==> config.mk <==
export PLATFORM = sky130hd
export DESIGN_NAME = traffic_ctrl_nway_flat
export DESIGN_NICKNAME = d
export VERILOG_FILES = /design/src/rtl/traffic_ctrl_nway_if.sv /design/src/rtl/traffic_ctrl_nway.sv /design/src/flat_wrapper.sv
export SDC_FILE = /design/constraint.sdc
export NUM_CORES = 1
export LEC_CHECK = 0
export BUFFER_PORTS_ARGS = -buffer_cell sky130_fd_sc_hd__buf_2
export CORE_ASPECT_RATIO = 0.75
export CORE_MARGIN = 2
export CORE_UTILIZATION = 55
export CTS_CLUSTER_DIAMETER = 80
export DETAILED_ROUTE_END_ITERATION = 16
export HOLD_SLACK_MARGIN = 0.05
export PLACE_DENSITY_LB_ADDON = 0.25
export SLEW_MARGIN = 20
export SYNTH_ARGS = -nofsm -noshare
export SYNTH_HDL_FRONTEND = slang
export SYNTH_SLANG_ARGS = --single-unit
==> constraint.sdc <==
create_clock -name clk -period 3.3 [get_ports clk]
set_input_delay 0 -clock clk [delete_from_list [all_inputs] [get_ports clk]]
set_output_delay 0 -clock clk [all_outputs]
set_load 0.02 [all_outputs]
==> src/rtl/traffic_ctrl_nway_if.sv <==
// Lamp/sensor bundle for the N-way intersection controller.
interface traffic_ctrl_nway_if #(
  parameter int N_WAYS = 2
);
  localparam int CW = $clog2(N_WAYS);

  logic [N_WAYS-1:0] sense;
  logic              flash;
  logic [N_WAYS-1:0] green;
  logic [N_WAYS-1:0] yellow;
  logic [N_WAYS-1:0] red;
  logic [CW-1:0]     cur_way;
  logic [1:0]        phase;

  modport master (output sense, flash, input green, yellow, red, cur_way, phase);
  modport slave  (input sense, flash, output green, yellow, red, cur_way, phase);
endinterface

==> src/rtl/traffic_ctrl_nway.sv <==
// Round-robin N-way intersection controller: per-way green min/max with sensor
// extension, yellow, all-red clearance, latched demand and flashing-yellow mode.
module traffic_ctrl_nway #(
  parameter int N_WAYS      = 2,
  parameter int TW          = 13,
  parameter int T_GREEN_MIN = 4,
  parameter int T_GREEN_MAX = 8,
  parameter int T_YELLOW    = 2,
  parameter int T_ALLRED    = 1,
  parameter int T_FLASH     = 3
) (
  input  logic                clk,
  input  logic                reset,
  traffic_ctrl_nway_if.slave  bus
);
  localparam int CW = $clog2(N_WAYS);
  localparam logic [TW-1:0] GMIN_END  = TW'(T_GREEN_MIN - 1);
  localparam logic [TW-1:0] GMAX_END  = TW'(T_GREEN_MAX - 1);
  localparam logic [TW-1:0] YEL_END   = TW'(T_YELLOW - 1);
  localparam logic [TW-1:0] AR_END    = TW'(T_ALLRED - 1);
  localparam logic [TW-1:0] FLASH_END = TW'(T_FLASH - 1);

  typedef enum logic [1:0] {
    PH_GREEN  = 2'd0,
    PH_YELLOW = 2'd1,
    PH_ALLRED = 2'd2,
    PH_FLASH  = 2'd3
  } phase_e;

  phase_e            phase_q, phase_d;
  logic [CW-1:0]     cur_q, cur_d;
  logic [TW-1:0]     cnt_q, cnt_d;
  logic [N_WAYS-1:0] req_q, req_d;
  logic              tog_q, tog_d;

  logic              other_req;
  logic              found;
  logic [CW-1:0]     cand;
  logic [CW-1:0]     next_way;
  logic [N_WAYS-1:0] green_o, yellow_o, red_o;

  // Scan starts after the current way and wraps back onto it last.
  always_comb begin
    other_req = 1'b0;
    for (int unsigned j = 0; j < N_WAYS; j++) begin
      if (CW'(j) != cur_q && req_q[j]) other_req = 1'b1;
    end
    found    = 1'b0;
    cand     = '0;
    next_way = CW'((32'(cur_q) + 32'd1) % N_WAYS);
    for (int unsigned k = 1; k <= N_WAYS; k++) begin
      cand = CW'((32'(cur_q) + k) % N_WAYS);
      if (!found && req_q[cand]) begin
        next_way = cand;
        found    = 1'b1;
      end
    end
  end

  always_comb begin
    phase_d = phase_q;
    cur_d   = cur_q;
    cnt_d   = cnt_q;
    tog_d   = tog_q;
    req_d   = req_q | bus.sense;
    if (phase_q == PH_GREEN) req_d[cur_q] = req_q[cur_q];

    if (bus.flash) begin
      if (phase_q != PH_FLASH) begin
        phase_d = PH_FLASH;
        cnt_d   = '0;
        tog_d   = 1'b1;
      end else if (cnt_q == FLASH_END) begin
        cnt_d = '0;
        tog_d = ~tog_q;
      end else begin
        cnt_d = cnt_q + 1'b1;
      end
    end else begin
      case (phase_q)
        PH_GREEN: begin
          if (cnt_q >= GMIN_END && other_req &&
              (!bus.sense[cur_q] || cnt_q == GMAX_END)) begin
            phase_d = PH_YELLOW;
            cnt_d   = '0;
          end else if (cnt_q != GMAX_END) begin
            cnt_d = cnt_q + 1'b1;
          end
        end
        PH_YELLOW: begin
          if (cnt_q == YEL_END) begin
            phase_d = PH_ALLRED;
            cnt_d   = '0;
          end else begin
            cnt_d = cnt_q + 1'b1;
          end
        end
        PH_ALLRED: begin
          if (cnt_q == AR_END) begin
            phase_d         = PH_GREEN;
            cur_d           = next_way;
            cnt_d           = '0;
            req_d[next_way] = 1'b0;
          end else begin
            cnt_d = cnt_q + 1'b1;
          end
        end
        default: begin
          phase_d = PH_ALLRED;
          cnt_d   = '0;
        end
      endcase
    end
  end

  always_ff @(posedge clk) begin
    if (!reset) begin
      phase_q <= PH_GREEN;
      cur_q   <= '0;
      cnt_q   <= '0;
      req_q   <= '0;
      tog_q   <= 1'b0;
    end else begin
      phase_q <= phase_d;
      cur_q   <= cur_d;
      cnt_q   <= cnt_d;
      req_q   <= req_d;
      tog_q   <= tog_d;
    end
  end

  always_comb begin
    green_o  = '0;
    yellow_o = '0;
    red_o    = '1;
    case (phase_q)
      PH_GREEN: begin
        green_o[cur_q] = 1'b1;
        red_o[cur_q]   = 1'b0;
      end
      PH_YELLOW: begin
        yellow_o[cur_q] = 1'b1;
        red_o[cur_q]    = 1'b0;
      end
      PH_FLASH: begin
        red_o    = '0;
        yellow_o = {N_WAYS{tog_q}};
      end
      default: ;
    endcase
  end

  assign bus.green   = green_o;
  assign bus.yellow  = yellow_o;
  assign bus.red     = red_o;
  assign bus.cur_way = cur_q;
  assign bus.phase   = phase_q;
endmodule

==> src/flat_wrapper.sv <==
// flat-port wrapper written by rule: the top's interface ports become plain ports
module traffic_ctrl_nway_flat 
#(
  parameter int N_WAYS      = 2,
  parameter int TW          = 13,
  parameter int T_GREEN_MIN = 4,
  parameter int T_GREEN_MAX = 8,
  parameter int T_YELLOW    = 2,
  parameter int T_ALLRED    = 1,
  parameter int T_FLASH     = 3
)
  (clk, reset, bus_sense, bus_flash, bus_green, bus_yellow, bus_red, bus_cur_way, bus_phase);
  traffic_ctrl_nway_if #(.N_WAYS(N_WAYS)) bus_i ();
  input  logic clk;
  input  logic reset;
  input wire logic [$bits(bus_i.sense)-1:0] bus_sense;
  input wire logic [$bits(bus_i.flash)-1:0] bus_flash;
  output wire logic [$bits(bus_i.green)-1:0] bus_green;
  output wire logic [$bits(bus_i.yellow)-1:0] bus_yellow;
  output wire logic [$bits(bus_i.red)-1:0] bus_red;
  output wire logic [$bits(bus_i.cur_way)-1:0] bus_cur_way;
  output wire logic [$bits(bus_i.phase)-1:0] bus_phase;
  assign bus_i.sense = bus_sense;
  assign bus_i.flash = bus_flash;
  assign bus_green = bus_i.green;
  assign bus_yellow = bus_i.yellow;
  assign bus_red = bus_i.red;
  assign bus_cur_way = bus_i.cur_way;
  assign bus_phase = bus_i.phase;
  traffic_ctrl_nway #(.N_WAYS(N_WAYS), .TW(TW), .T_GREEN_MIN(T_GREEN_MIN), .T_GREEN_MAX(T_GREEN_MAX), .T_YELLOW(T_YELLOW), .T_ALLRED(T_ALLRED), .T_FLASH(T_FLASH)) u_core (.clk(clk), .reset(reset), .bus(bus_i));
endmodule
* After elaboration in Yosys (flattened, before gate mapping)
Index checks and enable logic that the tools add are counted.
Storage, ports and cells: register bits after elaboration 19, input bits 5, output and inout bits 9, logic and storage cells 92
Operators by class: add/subtract/negate cells 3, $lt $le $gt $ge 7, equality and inequality tests 13, multiplexer cells 40, bitwise operators 7, reduce and logical (&&, ||, !) cells 17
Operator list (count):
- $mux 13 | 7
- $pmux 13 s3 | 1
- $mux 2 | 10
- $mux 1 | 16
- $add 13x1->13 const B | 1
- $eq 13x1->1 const B | 1
- $eq 13x2->1 const B | 1
- $eq 13x3->1 const B | 1
- $ge 13x2->1 const B | 1
- $logic_not 13->1 | 1
- $ne 13x3->1 const B | 1
- $lt 1x2->1 const B | 4
- $pmux 2 s2 | 2
- $logic_and 1x1->1 | 7
- $ne 3x2->1 const B | 2
- $pmux 2 s3 | 1
- $eq 2x2->1 const B | 2
- $ne 4x4->1 const B | 1
- $not 2->2 | 2
- $reduce_and 4->1 | 1
- $ne 3x3->1 const B | 1
- $not 1->1 | 3
- $reduce_and 3->1 | 1
- $add 1x1->1 const B | 2
- other kinds (14) | 17

* Longest topological paths before layout
depth in word-level cells 16, gate-level depth with buffers 8, depth with buffers taken out 7

* Worst setup path before layout
Ideal clock, no wire load.
kind reg-to-reg, from register u_core.cnt_q[0], to register u_core.cnt_q[3], setup time 0.126 ns, arrival time 2.234 ns, data required time 3.174 ns, slack 0.940 ns, stages on the path, launching flop included 9, period minus slack after synthesis 2.360 ns, cell sequence dfxtp_1 -> ha_1 -> or4bb_1 -> or4_4 -> a221oi_2 -> nor4_2 -> o21ai_2 -> buf_6 -> nor3_2
Between the ends: cells in the longest elaborated chain, start to end 6
Ends and longest elaborated chain:
- start: declaration | line traffic_ctrl_nway.sv:32 | logic [TW-1:0] cnt_q, cnt_d;
- start signal: assignment | line traffic_ctrl_nway.sv:126 | cnt_q <= cnt_d;
- $ge 13x2->1 / $eq 13x3->1 (equally long branches) | line traffic_ctrl_nway.sv:82, traffic_ctrl_nway.sv:83
- $logic_and 1x1->1 / $logic_or 1x1->1 (equally long branches) | line traffic_ctrl_nway.sv:82, traffic_ctrl_nway.sv:83
- $logic_and 1x1->1 | line traffic_ctrl_nway.sv:82 | if (cnt_q >= GMIN_END && other_req &&
- $mux 13 | line traffic_ctrl_nway.sv:82
- $pmux 13 s3 | line traffic_ctrl_nway.sv:80 | case (phase_q)
- $mux 13 | line traffic_ctrl_nway.sv:68 | if (bus.flash) begin
Several ways; a longest one is shown, not always the timed one. The select of a mux whose other input is x is not followed. A chain may end at the register's enable or synchronous reset.

* Worst setup path in the final report
from register u_core.cnt_q[0], to register u_core.phase_q[0], in the netlist u_core.bus.phase[0]
Between the ends: cells in the longest elaborated chain, start to end 5
Ends and longest elaborated chain:
- $ge 13x2->1 / $eq 13x3->1 (equally long branches) | line traffic_ctrl_nway.sv:82, traffic_ctrl_nway.sv:83
- $logic_and 1x1->1 / $logic_or 1x1->1 (equally long branches) | line traffic_ctrl_nway.sv:82, traffic_ctrl_nway.sv:83
- $logic_and 1x1->1 | line traffic_ctrl_nway.sv:82
- $ne 3x3->1 (no source line)
- $reduce_and 4->1 (no source line) (*)
- end signal: assignment | line traffic_ctrl_nway.sv:124 | phase_q <= phase_d;
- end: declaration | line traffic_ctrl_nway.sv:30 | phase_e phase_q, phase_d;
Every way passes the cells marked *; elsewhere a longest branch is shown, timed or not.

==> impl_metrics.ini <==
[layout]
syn2layout_area_growth_pct = 10.1
drive_gt1_share_pct = 19.3
finalNonFillerCells = 174
fin_nets = 160
fin_area_um2 = 1260
diodes = 0

[flow_run]
drv_cap = 0

[clock_tree]
clock_path_buffers = 2
cts_resized = 0
cts_setup_buffers = 0
clk_latency_ns = 0.29
clock-root-buffer = clkbuf_4
cts_tree = built
cts.sinks = 19
path_clk_slew_ns = 0.10
cts_htree_levels = 1
cts_hold_buf = 2
cts-buffers-inserted = 3

[die]
start_util_pct = 57.5
ioPinCount = 14
chipHeight_um = 43.6
fp-row-count = 14
fp.dieW_um = 56.8
core_um2 = 2000
die-area_um2 = 2470

[power]
sw_frac_of_total_pct = 28.9
combPwrFrac_pct = 16.6
internal-power_mw = 0.312
switchingPower_mw = 0.127
p_clk_share_pct = 25.9
peakVddDrop_v = 0.000221
powerDensity_nw_per_um2 = 347
leakage_nw = 0.497
p_seq_share_pct = 57.4

[timing]
grt_setup_unrepaired = false
timing.fmax_ghz = 0.334
post-route-period-util_pct = 90.8
final.setup.tns_ns = 0
setup_violations = 0
hold_viol = 0
min_period_ns = 3.00
clock_skew_ns = 0.00216
drv_slew = 0
slew-limit-headroom_pct = 59.7
worstMarginPinSlew_ns = 0.603

[yosys]
yosysMostFrequentCell = dfxtp_1
synth_nets = 145
synthTopCellsByCount = dfxtp_1, nor2_1, nand2_1
synth_area_per_cell_um2 = 8.45
yosysSeqAreaShare_pct = 33.1
synth_edf_count = 0
yosysWarnings = 0
synth-seq-cells = 19
synth_ff_type = dfxtp_1
synthArstFlopShare_pct = 0
synthDistinctLibCells = 43
syn_area_um2 = 1150
synth_area_leaders = dfxtp_1, nor2_1, xor2_1
synthDominantCellAreaShare_pct = 33.1
yosys.area.top_type = dfxtp_1
netlist_instances = 136

[place]
finalWeightedCongestion = 0.876
hpwl_um = 1900
port_buffers = 13
place_area_um2 = 1220
dp_cells = 168

[setup_path]
crit_path_start_kind = register
reg2reg_depth = 8
r2r_setup_slack_ns = 0.30
arrival_ns = 3.24
worstSetupEndpointType = register
crit_required_ns = 3.55
startpoint = u_core.cnt_q[0]$_SDFFE_PN0P_
r2r_start = u_core.cnt_q[0]$_SDFFE_PN0P_
crit_type = register to register
worstPathMaxFanout = 7

[routing]
wl_per_cell_um = 14.3
wl_met1_um = 1160
dr_wl_met2_um = 1180
ant_nets = 0
drc = 0
vias = 1023
topRoutingLayerUsed = met4
wl_met3_um = 127
viasPerCell = 5.88
routed_wl_um = 2480
dr.pass1.iters = 4
drt_iter0_drc = 59

[global_route]
grt_usage_pct = 21.9
grt_first_pass_wirelength_um = 4170
grt_overflow_total = 0
grt_pass1_vias = 959
grt_start_max_net_pins = 18
antenna_found_initial = 0

[min_path]
hold_path.startpoint = bus_sense[1]
hp-class = primary input to register
whs_path_depth = 4

[run_status]
outcome = finished clean
==> through the flow <==
step	worst slack [ns]	hold WS, ns	power, mW	util (%)
2_1_floorplan	0.940	0.183	0.308	-
3_3_place_gp	0.633	0.346	0.323	61.0
3_5_place_dp	0.533	0.358	0.327	61.0
4_1_cts	0.299	0.0835	0.445	63.3
5_1_grt	0.162	0.129	0.465	63.3
6_report	0.302	0.0889	0.438	63.3
==> routing by layer <==
| layer | global-route usage (%) | vias up |
|---|---|---|
| met5 | 0 | - |
| met4 | 5.58 | 0 |
| met3 | 6.27 | 2 |
| met2 | 37.9 | 27 |
| met1 | 27.5 | 473 |
| li1 | - | 521 |
==> cell families after synthesis <==
kind of cell / Yosys count / synth area share, %
and+or+nand+nor: 59 / 29.1
AOI/OAI and AO/OA: 29 / 18.6
DFF: 19 / 33.1
buffers and inverters: 12 / 4.58
xor gates and xnor gates: 11 / 8.39
adders and majority gates: 4 / 4.36
muxes: 2 / 1.85
==> power groups by stage <==
stage / Sequential [mW] / Combinational (mW) / Clock (mW)
global placement: 0.256 / 0.0678 / 0
detailed placement: 0.257 / 0.0707 / 0
global route: 0.254 / 0.0802 / 0.131
floorplan: 0.253 / 0.0547 / 0
CTS: 0.251 / 0.0732 / 0.120
finish: 0.252 / 0.0729 / 0.114
==> layout make-up <==
cell class	instances	area [µm²]
Clock buffer	3	22.5
Clock inverter	1	5.00
Fill cell	176	732
Inverter	7	26.3
Multi-Input combinational cell	105	716
Sequential cell	19	380
Tap cell	24	30.0
Timing Repair Buffer	15	85.1
==> sequential cells by signal, summed over array words and instances (netlist names) <==
signal / flops
u_core.tog_q: 1
u_core.bus.cur_way: 1
u_core.req_q: 2
u_core.bus.phase: 2
u_core.cnt_q: 13
==> cell usage in the layout, fill, tap and decap left out, types with 5 or more instances in the layout <==
cell type and n:
dfxtp_1 19, xor2_1 6, a21oi_1 6, nand3_1 6
nor2_1 17, nand2_1 10, xnor2_1 5, buf_2 13
inv_1 7, o21ai_0 5
==> worst paths after layout <==
check                                                         to
worst max-delay path            u_core.bus.phase[0]$_SDFFE_PN0P_
worst min-delay path                  u_core.req_q[1]$_SDFF_PN0_
worst max register to register  u_core.bus.phase[0]$_SDFFE_PN0P_
worst min register to register      u_core.cnt_q[1]$_SDFFE_PN0P_
==> worst max-delay path, cell delays in order, from the launching register on <==
cell	delay [ns]
dfxtp_1	0.47
ha_1	0.26
or4bb_1	0.50
or4_4	0.46
a221oi_2	0.30
nor2_1	0.08
a211oi_1	0.22
o21a_1	0.13
dlygate4sd3_1	0.53
Note: power is estimated with default switching activity, not from simulation.
